### config.mk
export PLATFORM = sky130hd
export DESIGN_NAME = bias_add_ctrl
export DESIGN_NICKNAME = d
export VERILOG_FILES = /design/src/rtl/bias_add_ctrl_pkg.sv /design/src/rtl/bias_add_ctrl_valid_delay_line.sv /design/src/rtl/bias_add_ctrl.sv
export SDC_FILE = /design/constraint.sdc
export NUM_CORES = 1
export LEC_CHECK = 0
export BUFFER_PORTS_ARGS = -buffer_cell sky130_fd_sc_hd__buf_4
export CAP_MARGIN = 0
export CORE_ASPECT_RATIO = 1.1
export CORE_UTILIZATION = 30
export DETAILED_ROUTE_END_ITERATION = 16
export PLACE_DENSITY = 0.61
export RECOVER_POWER = 50
export SLEW_MARGIN = 20
export SYNTH_ARGS = -nofsm -noshare
export SYNTH_HDL_FRONTEND = slang
export SYNTH_SLANG_ARGS = --single-unit
### constraint.sdc
create_clock -name clk_i -period 3.1 [get_ports clk_i]
set_input_delay 0 -clock clk_i [delete_from_list [all_inputs] [get_ports clk_i]]
set_output_delay 0 -clock clk_i [all_outputs]
set_load 0.02 [all_outputs]
### src/rtl/bias_add_ctrl_pkg.sv
// Shared types and constants for the expand-layer bias-add sequencer.
package bias_add_ctrl_pkg;

  localparam int BIAS_W      = 64;
  localparam int LANE_W      = 8;
  // Pipeline depth of the 12-bit bias adder in the datapath.
  localparam int ADD_LAT_DEF = 3;

  typedef enum logic [2:0] {
    IDLE,
    LOAD,
    RUN,
    DRAIN,
    DONE
  } state_t;

endpackage

### src/rtl/bias_add_ctrl_valid_delay_line.sv
// Fixed-depth shift register with synchronous clear; one register per stage.
module valid_delay_line #(
  parameter int DEPTH = 3,
  parameter int WIDTH = 1
) (
  input  logic             clk,
  input  logic             rst,
  input  logic [WIDTH-1:0] d,
  output logic [WIDTH-1:0] q
);

  genvar gi;
  generate
    for (gi = 0; gi < DEPTH; gi++) begin : g_stage
      logic [WIDTH-1:0] data_reg;
      if (gi == 0) begin : g_head
        always_ff @(posedge clk) begin
          if (rst) data_reg <= '0;
          else     data_reg <= d;
        end
      end else begin : g_body
        always_ff @(posedge clk) begin
          if (rst) data_reg <= '0;
          else     data_reg <= g_stage[gi-1].data_reg;
        end
      end
    end
  endgenerate

  assign q = g_stage[DEPTH-1].data_reg;

endmodule

### src/rtl/bias_add_ctrl.sv
// Bias-add sequencer: fetches one bias word per 8-channel group, admits the
// group's pixels and tracks results through the fixed-latency adder.
module bias_add_ctrl
  import bias_add_ctrl_pkg::*;
#(
  parameter int ADD_LAT = ADD_LAT_DEF,
  parameter int RD_LAT  = 1,
  parameter int GRP_W   = 8,
  parameter int PIX_W   = 16,
  parameter int ADDR_W  = 10
) (
  input  logic              clk_i,
  input  logic              rst_i,
  input  logic              start_i,
  input  logic [GRP_W-1:0]  cfg_grp_num_i,
  input  logic [PIX_W-1:0]  cfg_pix_num_i,
  input  logic [ADDR_W-1:0] cfg_bias_base_i,
  input  logic              cfg_relu_en_i,
  output logic              busy_o,
  output logic              done_o,
  output logic              bias_rd_en_o,
  output logic [ADDR_W-1:0] bias_rd_addr_o,
  input  logic [BIAS_W-1:0] bias_rd_data_i,
  output logic [BIAS_W-1:0] bias_o,
  input  logic              in_valid_i,
  output logic              in_ready_o,
  output logic              add_en_o,
  output logic              skip_neg_en_o,
  output logic              out_valid_o,
  output logic              out_last_o,
  output logic [GRP_W-1:0]  grp_idx_o
);

  localparam int WAIT_W = $clog2(RD_LAT + 2);
  localparam int INF_W  = $clog2(ADD_LAT + 2);

  state_t              state_reg, state_next;
  logic [GRP_W-1:0]    grp_cnt_reg, grp_cnt_next;
  logic [PIX_W-1:0]    pix_cnt_reg, pix_cnt_next;
  logic [WAIT_W-1:0]   wait_cnt_reg, wait_cnt_next;
  logic [INF_W-1:0]    inflight_reg, inflight_next;
  logic [GRP_W-1:0]    cfg_grp_reg;
  logic [PIX_W-1:0]    cfg_pix_reg;
  logic [ADDR_W-1:0]   cfg_base_reg;
  logic                relu_reg;
  logic [BIAS_W-1:0]   bias_reg;

  logic                add_en;
  logic                pix_last;
  logic                grp_last;
  logic                drained;
  logic [GRP_W+1:0]    track_in, track_out;

  assign add_en   = in_valid_i && (state_reg == RUN);
  assign pix_last = (pix_cnt_reg == cfg_pix_reg - PIX_W'(1));
  assign grp_last = !(grp_cnt_reg < cfg_grp_reg - GRP_W'(1));
  // The beat leaving the tail this cycle counts as gone, so done_o lands
  // exactly one cycle after the final out_valid_o.
  assign drained  = (inflight_reg == '0) ||
                    ((inflight_reg == INF_W'(1)) && out_valid_o);

  always_comb begin
    state_next    = state_reg;
    grp_cnt_next  = grp_cnt_reg;
    pix_cnt_next  = pix_cnt_reg;
    wait_cnt_next = wait_cnt_reg;
    case (state_reg)
      IDLE: begin
        if (start_i) begin
          grp_cnt_next  = '0;
          pix_cnt_next  = '0;
          wait_cnt_next = '0;
          if (cfg_grp_num_i == '0 || cfg_pix_num_i == '0) state_next = DONE;
          else                                            state_next = LOAD;
        end
      end
      LOAD: begin
        if (wait_cnt_reg == WAIT_W'(RD_LAT + 1)) state_next = RUN;
        else                                    wait_cnt_next = wait_cnt_reg + WAIT_W'(1);
      end
      RUN: begin
        if (add_en) begin
          if (pix_last) begin
            pix_cnt_next = '0;
            if (!grp_last) begin
              grp_cnt_next  = grp_cnt_reg + GRP_W'(1);
              wait_cnt_next = '0;
              state_next    = LOAD;
            end else begin
              state_next = DRAIN;
            end
          end else begin
            pix_cnt_next = pix_cnt_reg + PIX_W'(1);
          end
        end
      end
      DRAIN: if (drained) state_next = DONE;
      DONE:  state_next = IDLE;
      default: state_next = IDLE;
    endcase
  end

  always_comb begin
    inflight_next = inflight_reg;
    case ({add_en, out_valid_o})
      2'b10:   inflight_next = inflight_reg + INF_W'(1);
      2'b01:   inflight_next = inflight_reg - INF_W'(1);
      default: inflight_next = inflight_reg;
    endcase
  end

  always_ff @(posedge clk_i) begin
    if (rst_i) begin
      state_reg    <= IDLE;
      grp_cnt_reg  <= '0;
      pix_cnt_reg  <= '0;
      wait_cnt_reg <= '0;
      inflight_reg <= '0;
      cfg_grp_reg  <= '0;
      cfg_pix_reg  <= '0;
      cfg_base_reg <= '0;
      relu_reg     <= 1'b0;
      bias_reg     <= '0;
    end else begin
      state_reg    <= state_next;
      grp_cnt_reg  <= grp_cnt_next;
      pix_cnt_reg  <= pix_cnt_next;
      wait_cnt_reg <= wait_cnt_next;
      inflight_reg <= inflight_next;
      if (state_reg == IDLE && start_i) begin
        cfg_grp_reg  <= cfg_grp_num_i;
        cfg_pix_reg  <= cfg_pix_num_i;
        cfg_base_reg <= cfg_bias_base_i;
        relu_reg     <= cfg_relu_en_i;
      end
      if (state_reg == LOAD && wait_cnt_reg == WAIT_W'(RD_LAT))
        bias_reg <= bias_rd_data_i;
    end
  end

  assign track_in = {add_en, add_en & pix_last, grp_cnt_reg};

  valid_delay_line #(
    .DEPTH (ADD_LAT),
    .WIDTH (GRP_W + 2)
  ) u_track (
    .clk (clk_i),
    .rst (rst_i),
    .d   (track_in),
    .q   (track_out)
  );

  assign busy_o         = (state_reg != IDLE);
  assign done_o         = (state_reg == DONE);
  assign bias_rd_en_o   = (state_reg == LOAD) && (wait_cnt_reg == '0);
  assign bias_rd_addr_o = cfg_base_reg + ADDR_W'(grp_cnt_reg);
  assign bias_o         = bias_reg;
  assign in_ready_o     = (state_reg == RUN);
  assign add_en_o       = add_en;
  assign skip_neg_en_o  = relu_reg;
  assign out_valid_o    = track_out[GRP_W+1];
  assign out_last_o     = track_out[GRP_W];
  assign grp_idx_o      = track_out[GRP_W-1:0];

endmodule

==> flow_summary.toml, run 1 <==
[yosys]
ys_ff_latch = 161
synth_edf_count = 0
synthCells = 856
ys_seq_area_frac = 0.459
synthesis.area_mm2 = 0.00702
ys_top_cells_by_area = "dfxtp_1, nand2_1, a21oi_1, ha_1, xnor2_1"
yosysWarnings = 0
synth_cell_types = 58
synth_top_cell_by_area = "dfxtp_1"
synth_top_area_share = 0.459
synth_fp_nets = 987
avgSynthCellArea_um2 = 8.20
ys_async_sr_fraction = 0
synth_ff_type = "dfxtp_1"

[setup_path]
r2r-end = "grp_cnt_reg[6]"
rrSetupSlack_ns = 0.13
worstPathArrival_ns = 3.31
cpMaxStageDelayCell = "or4_4"
slowest_delay_ns = 0.55
cp_data_required_time_ns = 3.44
path_class = "reg2reg"
startpoint_type = "flip-flop"
r2r_start = "cfg_grp_reg[3]"
cp_max_fo = 11
cp_cell_sequence = "or4_4 > nor4_4 > xnor2_1 > ha_1 > a211oi_2 > a31o_2 > nand4_1 > o21a_2 > buf_6 > or3_1 > a21oi_1"
r2r_cells = 11
end_kind = "flip-flop"

[placement]
dp_cells = 1319
port_buffers = 192
place_congestion = 0.809
hpwlAfterDp_um = 12900
placed_cell_area_mm2 = 0.00879

[floorplanning]
rows = 58
die-width_um = 148
start_util = 0.306
die_h_um = 162
core_area_mm2 = 0.0229
io_pins = 193
dieArea_mm2 = 0.0240

[min_path]
hold_end = "state_reg[0]"
hold_path_class = "in2reg"
min_from = "start_i"
min_path_cells = 5

[sta]
rsz0062_at_grt = "true"
period_needed_ns = 2.97
tightest_slew_ns = 1.17
hold_viol = 0
fmax_mhz = 337
whs_ns = 0.0683
finClkSkew_ns = 0.0101
slew_viol_final = 0
finalSetupViolCount = 0
period_share = 0.957
slew_headroom = 0.223

[finish]
num-nets-final = 1270
drive_gt1_frac = 0.156
multi_input_area_mm2 = 0.00359
num-fill-cells = 2317
syn_to_final_growth_pct = 44.9
diodes = 0
layoutNonFillerInstCount = 1451
design_area_mm2 = 0.0102
ff_latch_area_mm2 = 0.00323
largest_reg_flops = 64

[clock_tree]
cts_root_buf = "clkbuf_16"
cts_sinks = 161
cts_buffers = 17
cts.path.max_buffers = 2
cts.htree.levels = 4
clk_pin_slew_worst_paths_ns = 0.07
clock_latency_ns = 0.41
cts_tree = "built"

[routing]
drt-initial-drc-count = 409
vias_per_cell = 4.60
avgRoutedWirePerCell_um = 13.3
drc = 0
wirelength_um = 19400
drtPass1Iterations = 4
ant_nets = 0
vias = 6680

[power_and_ir_drop]
peakVddDrop_v = 0.000364
power.density_mw_per_mm2 = 640
p_leak_nw = 3.94

[global_route]
grt_pass1_vias = 6136
track_usage = 0.158
grt_pass1_wl_um = 30600
antenna_found_initial = 0
grt_max_degree = 65
grt_overflow = 0

[flow_run]
maxCapViolCount = 0

[status]
status = "finished, final reports clean"
-- synthesized netlist by cell type, types with 3 or more instances --
| cell type | count |
|---|---|
| dfxtp_1 | 161 |
| nand2b_1 | 3 |
| o21a_1 | 3 |
| nor4_1 | 12 |
| clkbuf_1 | 39 |
| xnor2_1 | 34 |
| o21ai_0 | 13 |
| mux2i_1 | 4 |
| a211oi_1 | 5 |
| o31ai_1 | 3 |
| a32oi_1 | 3 |
| ha_1 | 27 |
| or3_1 | 10 |
| and2_1 | 4 |
| nor3_1 | 7 |
| nand2_1 | 229 |
| a21oi_1 | 115 |
| inv_1 | 22 |
| xor2_1 | 18 |
| or4_1 | 3 |
| nor4b_1 | 4 |
| nor2_1 | 42 |
| and3_1 | 6 |
| nand4_1 | 8 |
| nand3_1 | 10 |
| nor2b_1 | 30 |
-- routing by layer --
layer | track usage | wire (um) | up-vias
li1 | - | - | 3438
met1 | 0.199 | 8800 | 3083
met2 | 0.267 | 9490 | 137
met3 | 0.0297 | 622 | 22
met4 | 0.0558 | 432 | 0
met5 | 0 | 0 | -
-- final cells by class --
| class | count | share of cell area |
|---|---|---|
| Multi-Input combinational cell | 630 | 0.354 |
| Sequential cell | 161 | 0.317 |
| Timing Repair Buffer | 307 | 0.223 |
| Clock buffer | 17 | 0.0418 |
| Tap cell | 300 | 0.0369 |
| Clock inverter | 14 | 0.0192 |
| Inverter | 22 | 0.00812 |
-- worst max path at each step --
stage                   startpoint             end
CTS                 cfg_grp_reg[2]  grp_cnt_reg[7]
global placement    cfg_grp_reg[2]  grp_cnt_reg[4]
global route        cfg_pix_reg[2]  grp_cnt_reg[1]
detailed placement  cfg_grp_reg[2]  grp_cnt_reg[7]
floorplan           cfg_grp_reg[2]  grp_cnt_reg[7]
finish              cfg_grp_reg[3]  grp_cnt_reg[6]
-- worst max-delay path: cells and delay by family, from the launching register on --
| family | cells | cell delay, ns |
|---|---|---|
| AND/OR/NAND/NOR | 4 | 1.24 |
| AO/OA/AOI/OAI | 4 | 0.77 |
| flip-flops | 1 | 0.32 |
| adder cells (fa/ha/maj) | 1 | 0.33 |
| buffers and inverters | 1 | 0.14 |
| XOR/XNOR | 1 | 0.11 |
-- what timing repair did --
action,4_1_cts,5_1_grt
setup buffers,0,0
hold endpoints to repair,117,0
endpoints found under the setup margin,0,6
hold buffers,101,0
resized for setup,0,14
-- cell families after synthesis --
group,share of synthesized area
buf+inv,0.0362
flops,0.459
xor+xnor,0.0649
compound gates,0.133
mux,0.00571
simple gates,0.249
fa+ha+maj,0.0510
-- report_power, final --
| part | switching (W) | internal, W |
|---|---|---|
| clock | 0.000918 | 0.00130 |
| sequential | 0.000165 | 0.00223 |
| combinational | 0.00107 | 0.000817 |
| total | 0.00215 | 0.00435 |
-- cell usage in the layout (no fill, tap or decap), drive strengths merged, types with 4 or more instances in the layout --
cell,netlist,layout
a211oi,6,6
inv,22,31
nand2,229,229
xor2,18,18
dfxtp,161,161
xnor2,34,34
nand3,10,10
or4,5,5
nor4b,4,4
nand4,8,8
o21ai,14,14
ha,27,27
and2,4,4
buf,4,124
nor4,13,13
and3,6,6
nor3,7,7
mux2i,4,4
nor2b,30,30
nor2,42,42
dlygate4sd3,0,101
or3,10,10
a21oi,115,115
clkbuf,39,99
-- per-stage QoR --
step                       util  power (W)  TNS [ns]  worst slack, ns
after detailed placement  0.383    0.00423         0           0.0468
after floorplan               -    0.00363         0            0.186
after CTS                 0.454    0.00658         0           0.0372
after global routing      0.443    0.00688   -0.0131         -0.00835
final                     0.443    0.00650         0            0.132
after global placement    0.383    0.00421         0            0.156
(Power assumes the default switching activity.)
==> inputs of run 2 (changes only) <==
--- a/config.mk
+++ b/config.mk
@@ -8,11 +8,11 @@
 export BUFFER_PORTS_ARGS = -buffer_cell sky130_fd_sc_hd__buf_4
 export CAP_MARGIN = 0
 export CORE_ASPECT_RATIO = 1.1
-export CORE_UTILIZATION = 30
+export CORE_UTILIZATION = 45
 export DETAILED_ROUTE_END_ITERATION = 16
-export PLACE_DENSITY = 0.61
+export PLACE_DENSITY = 0.82
 export RECOVER_POWER = 50
-export SLEW_MARGIN = 20
+export SLEW_MARGIN = 5
 export SYNTH_ARGS = -nofsm -noshare
 export SYNTH_HDL_FRONTEND = slang
 export SYNTH_SLANG_ARGS = --single-unit
==> flow_summary.toml, run 2 (synthesized netlist as in run 1, its figures left out) <==
[power_and_ir_drop]
p_leak_nw = 3.92
power.density_mw_per_mm2 = 642
peakVddDrop_v = 0.000426
total_power_w = 0.00642

[sta]
whs_ns = 0.0562
fmax_mhz = 330
slew_viol_final = 62
hold_viol = 0
slew_headroom = -0.777
period_needed_ns = 3.03
period_share = 0.978
finClkSkew_ns = 0.00831
tightest_slew_ns = 2.66
finalSetupViolCount = 0
setup_tns_ns = 0

[routing]
wirelength_um = 20500
vias = 6973
vias_per_cell = 5.17
avgRoutedWirePerCell_um = 15.2
drt-initial-drc-count = 439
drtPass1Iterations = 7
drc = 0
ant_nets = 0

[floorplanning]
die-width_um = 121
die_h_um = 133
rows = 47
core_area_mm2 = 0.0152
dieArea_mm2 = 0.0161
start_util = 0.462
io_pins = 193

[global_route]
met3_usage = 0.0500
track_usage = 0.252
grt_use_met1 = 0.276
grt_pass1_wl_um = 32200
grt_overflow = 0
grt_pass1_vias = 6842
busiest_layer = "met2"
use_met2 = 0.456
grt_max_degree = 62
antenna_found_initial = 0

[clock_tree]
cts_sinks = 161
cts_tree = "built"
clk_pin_slew_worst_paths_ns = 0.06
cts.htree.levels = 4
clock_latency_ns = 0.43
cts.path.max_buffers = 2
cts_buffers = 17
cts_root_buf = "clkbuf_16"

[status]
status = "finished, violations left"
failed_checks = "max-capacitance violations, max-slew violations"

[min_path]
hold_end = "state_reg[2]"
min_from = "start_i"
min_path_cells = 3
hold_path_class = "in2reg"

[placement]
place_congestion = 0.808
port_buffers = 192
hpwlAfterDp_um = 11800
dp_cells = 1214

[finish]
layoutNonFillerInstCount = 1348
largest_reg_flops = 64
num-fill-cells = 1230
diodes = 0
syn_to_final_growth_pct = 42.5
ff_latch_area_mm2 = 0.00322
num-nets-final = 1270
drive_gt1_frac = 0.152
layout_common_cells = "nand2_1, dfxtp_1, buf_4, a21oi_1, dlygate4sd3_1"
multi_input_area_mm2 = 0.00358
layout_commonest_cell = "nand2_1"

[setup_path]
rrSetupSlack_ns = 0.07
r2r_start = "cfg_grp_reg[3]"
cp_max_fo = 5
startpoint_type = "flip-flop"
slowest_delay_ns = 0.55
path_class = "reg2reg"
cp_top_family = "simple AND/OR/NAND/NOR gates"
r2r-end = "grp_cnt_reg[7]"
cp_cell_sequence = "or4_4 > nor4_4 > xnor2_1 > ha_1 > a211oi_2 > a31o_2 > nand4_1 > o21a_2 > or4_1 > a21oi_1"
worstPathArrival_ns = 3.39
r2r_cells = 10
cp_data_required_time_ns = 3.46
end_kind = "flip-flop"
cp_num_buf_inv = 0
cpMaxStageDelayCell = "or4_4"

[flow_run]
maxCapViolCount = 1
-- run 2: layer usage --
layer,vias up,part of all wire,routed length (um)
met3,69,0.053,1090
li1,3444,-,-
met5,-,0,0
met4,0,0.036,729
met2,271,0.51,10400
met1,3189,0.40,8300
-- run 2: power by group --
part / internal [W] / total (W) / switching, W
sequential: 0.00223 / 0.00241 / 0.000176
clock: 0.00121 / 0.00213 / 0.000920
combinational: 0.000807 / 0.00188 / 0.00107
total: 0.00425 / 0.00642 / 0.00217
-- run 2: how the worst max path moves through the flow --
stage	from	end	slack (ns)	cells past startpoint
3_5_place_dp	cfg_grp_reg[3]	grp_cnt_reg[3]	0.06	11
6_report	cfg_grp_reg[3]	grp_cnt_reg[7]	0.07	10
4_1_cts	cfg_grp_reg[3]	grp_cnt_reg[3]	0.04	11
5_1_grt	cfg_grp_reg[3]	grp_cnt_reg[4]	-0.05	11
2_1_floorplan	cfg_grp_reg[2]	grp_cnt_reg[7]	0.19	10
3_3_place_gp	cfg_grp_reg[3]	grp_cnt_reg[3]	0.16	11
-- run 2: layout make-up --
class                           count  share of cell area
Tap cell                          196              0.0245
Clock buffer                       18              0.0429
Timing Repair Buffer              307               0.226
Multi-Input combinational cell    630               0.358
Sequential cell                   161               0.322
Clock inverter                     14              0.0175
Inverter                           22             0.00826
-- run 2: metrics by stage --
stage	setup WS, ns	util	area (um2)
finish	0.0689	0.659	10000
global placement	0.164	0.570	8650
floorplan	0.186	-	7020
detailed placement	0.0559	0.570	8650
global route	-0.0511	0.659	10000
CTS	0.0364	0.676	10300
-- run 2: tightest hold or removal path, cell delays in order --
cell and delay, ns:
buf_4 0.09, o31a_1 0.12, nor4b_1 0.20
-- run 2: what timing repair did --
action,4_1_cts,5_1_grt
endpoints found under the setup margin,0,6
hold buffers,100,0
buffers inserted,0,1
endpoints found under the hold margin,101,0
resized for setup,0,10
==> inputs of run 3 (changes only) <==
==> constraint.sdc (replaced) <==
create_clock -name clk_i -period 3.1 [get_ports clk_i]
set_input_delay 0.31 -clock clk_i [delete_from_list [all_inputs] [get_ports clk_i]]
set_output_delay 0.31 -clock clk_i [all_outputs]
set_load 0.02 [all_outputs]
==> flow_summary.toml, run 3 (synthesized netlist as in run 1, its figures left out) <==
[setup_path]
cp_cell_sequence = "or4_4 > nor4_4 > xnor2_1 > ha_1 > o21a_1 > o21ai_1 > a31o_2 > nand4_1 > o21a_1 > buf_6 > or3_1 > a21oi_2"
worstPathArrival_ns = 3.38
cp_top_family = "simple AND/OR/NAND/NOR gates"
startpoint_type = "flip-flop"
cp_max_fo = 11
slowest_delay_ns = 0.56
r2r_cells = 12
worst-path-stages = 12
end_kind = "flip-flop"
cpMaxStageDelayCell = "or4_4"
cp_data_required_time_ns = 3.46
critPathMostFrequentCell = "o21a_1"
cp_num_buf_inv = 1
path_class = "reg2reg"

[clock_tree]
cts_sinks = 161
cts.path.max_buffers = 2
cts.htree.levels = 4
cts_hold_buf = 0
clock_latency_ns = 0.43
cts_buffers = 17
clk_pin_slew_worst_paths_ns = 0.06
cts_root_buf = "clkbuf_16"
cts_tree = "built"

[floorplanning]
start_util = 0.462
die-width_um = 121
rows = 47
dieArea_mm2 = 0.0161
core_area_mm2 = 0.0152
io_pins = 193
die_h_um = 133

[power_and_ir_drop]
power.switching_w = 0.00205
swShare = 0.317
pwr-share-seq = 0.369
combPwrFrac = 0.281
peakVddDrop_v = 0.000438
p_leak_nw = 3.55
power.internal_w = 0.00442
pwr-share-clk = 0.350
power.density_mw_per_mm2 = 711

[routing]
vias_per_cell = 5.06
drt-initial-drc-count = 293
vias = 6334
avgRoutedWirePerCell_um = 13.8
drtPass1Iterations = 5
wirelength_um = 17200
ant_nets = 0
drc = 0

[sta]
period_share = 0.976
slew_headroom = -0.0749
fmax_mhz = 330
period_needed_ns = 3.03
hold_viol = 0
finalSetupViolCount = 0
slew_viol_final = 38
tightest_slew_ns = 1.61
setup_tns_ns = 0
whs_ns = 0.127
finClkSkew_ns = 0.00721

[global_route]
grt_pass1_vias = 5731
grt_max_degree = 48
grt_pass1_wl_um = 26900
grt_overflow = 0
antenna_found_initial = 0
track_usage = 0.210

[finish]
layout_commonest_cell = "nand2_1"
num-nets-final = 1173
layout_common_cells = "nand2_1, dfxtp_1, buf_4, a21oi_1, clkbuf_1"
ff_latch_area_mm2 = 0.00323
largest_reg_flops = 64
drive_gt1_frac = 0.174
diodes = 0
syn_to_final_growth_pct = 29.7
design_area_mm2 = 0.00910
multi_input_area_mm2 = 0.00359
num-fill-cells = 1398

[placement]
placed_cell_area_mm2 = 0.00869
port_buffers = 192
place_congestion = 0.820
hpwlAfterDp_um = 12200

[status]
failed_checks = "max-capacitance violations, max-slew violations"
status = "finished, violations left"

[min_path]
hold_path_class = "in2reg"
min_path_cells = 3

[flow_run]
maxCapViolCount = 1
==> run 3: changes by cell type in the layout (fill, tap and decap cells not counted), moves of 2 or more <==
cell           previous run  this run
dlygate4sd3_1           100         0
buf_4                   120       125
dfxtp_1                 160       156
clkbuf_8                  0         3
a21oi_1                 114       112
a21oi_2                   1         3
bufinv_16                 2         4
clkinv_8                  2         0
dfxtp_2                   1         3
dfxtp_4                   0         2
inv_6                     5         3
==> run 3: cell type report <==
type / count / area share
Clock buffer: 22 / 0.0521
Clock inverter: 10 / 0.0188
Inverter: 22 / 0.00907
Multi-Input combinational cell: 630 / 0.395
Sequential cell: 161 / 0.355
Tap cell: 196 / 0.0269
Timing Repair Buffer: 210 / 0.143
==> run 3: power groups by stage <==
stage,registers [W],clock network [W],logic (W)
2_1_floorplan,0.00243,0,0.00120
3_3_place_gp,0.00242,0,0.00176
3_5_place_dp,0.00242,0,0.00181
4_1_cts,0.00238,0.00230,0.00184
5_1_grt,0.00241,0.00239,0.00200
6_report,0.00239,0.00226,0.00182
==> run 3: worst paths after layout <==
kind	start	slack [ns]	end
worst max-delay path	cfg_grp_reg[5]	0.07	grp_cnt_reg[3]
worst min-delay path	cfg_bias_base_i[5]	0.13	cfg_base_reg[5]
worst min register to register	u_track.g_stage[0].data_reg[7]	0.43	u_track.g_stage[1].data_reg[7]
worst max register to register	cfg_grp_reg[5]	0.07	grp_cnt_reg[3]
==> run 3: timing repair <==
| action | in CTS | in global routing |
|---|---|---|
| endpoints found under the setup margin | 3 | 7 |
| resized for setup | 2 | 17 |
| pin swaps | 0 | 11 |
| buffers inserted | 0 | 2 |
==> run 3: per-layer routing <==
layer	up-vias	wire length (um)	GRT usage	share of wire
met5	-	0	0	0
met4	0	338	0.0850	0.020
met3	26	902	0.0522	0.052
met2	184	8470	0.364	0.49
met1	2873	7510	0.247	0.44
li1	3251	-	-	-
==> run 3: per-stage QoR <==
step | instances | power [W] | setup slack (ns) | util
final | 1251 | 0.00647 | 0.0743 | 0.600
after global routing | 1251 | 0.00680 | -0.0804 | 0.600
after CTS | 1249 | 0.00651 | 0.0387 | 0.616
after detailed placement | 1217 | 0.00424 | -0.000768 | 0.573
after global placement | 1217 | 0.00418 | 0.129 | 0.573
after floorplan | 856 | 0.00363 | 0.186 | -
==> run 3: worst register-to-register path, cell delays in order, from the launching register on <==
cell     delay, ns
dfxtp_2       0.34
or4_4         0.56
nor4_4        0.23
xnor2_1       0.11
ha_1          0.33
o21a_1        0.12
o21ai_1       0.13
a31o_2        0.13
nand4_1       0.10
o21a_1        0.26
buf_6         0.15
or3_1         0.36
a21oi_2       0.13
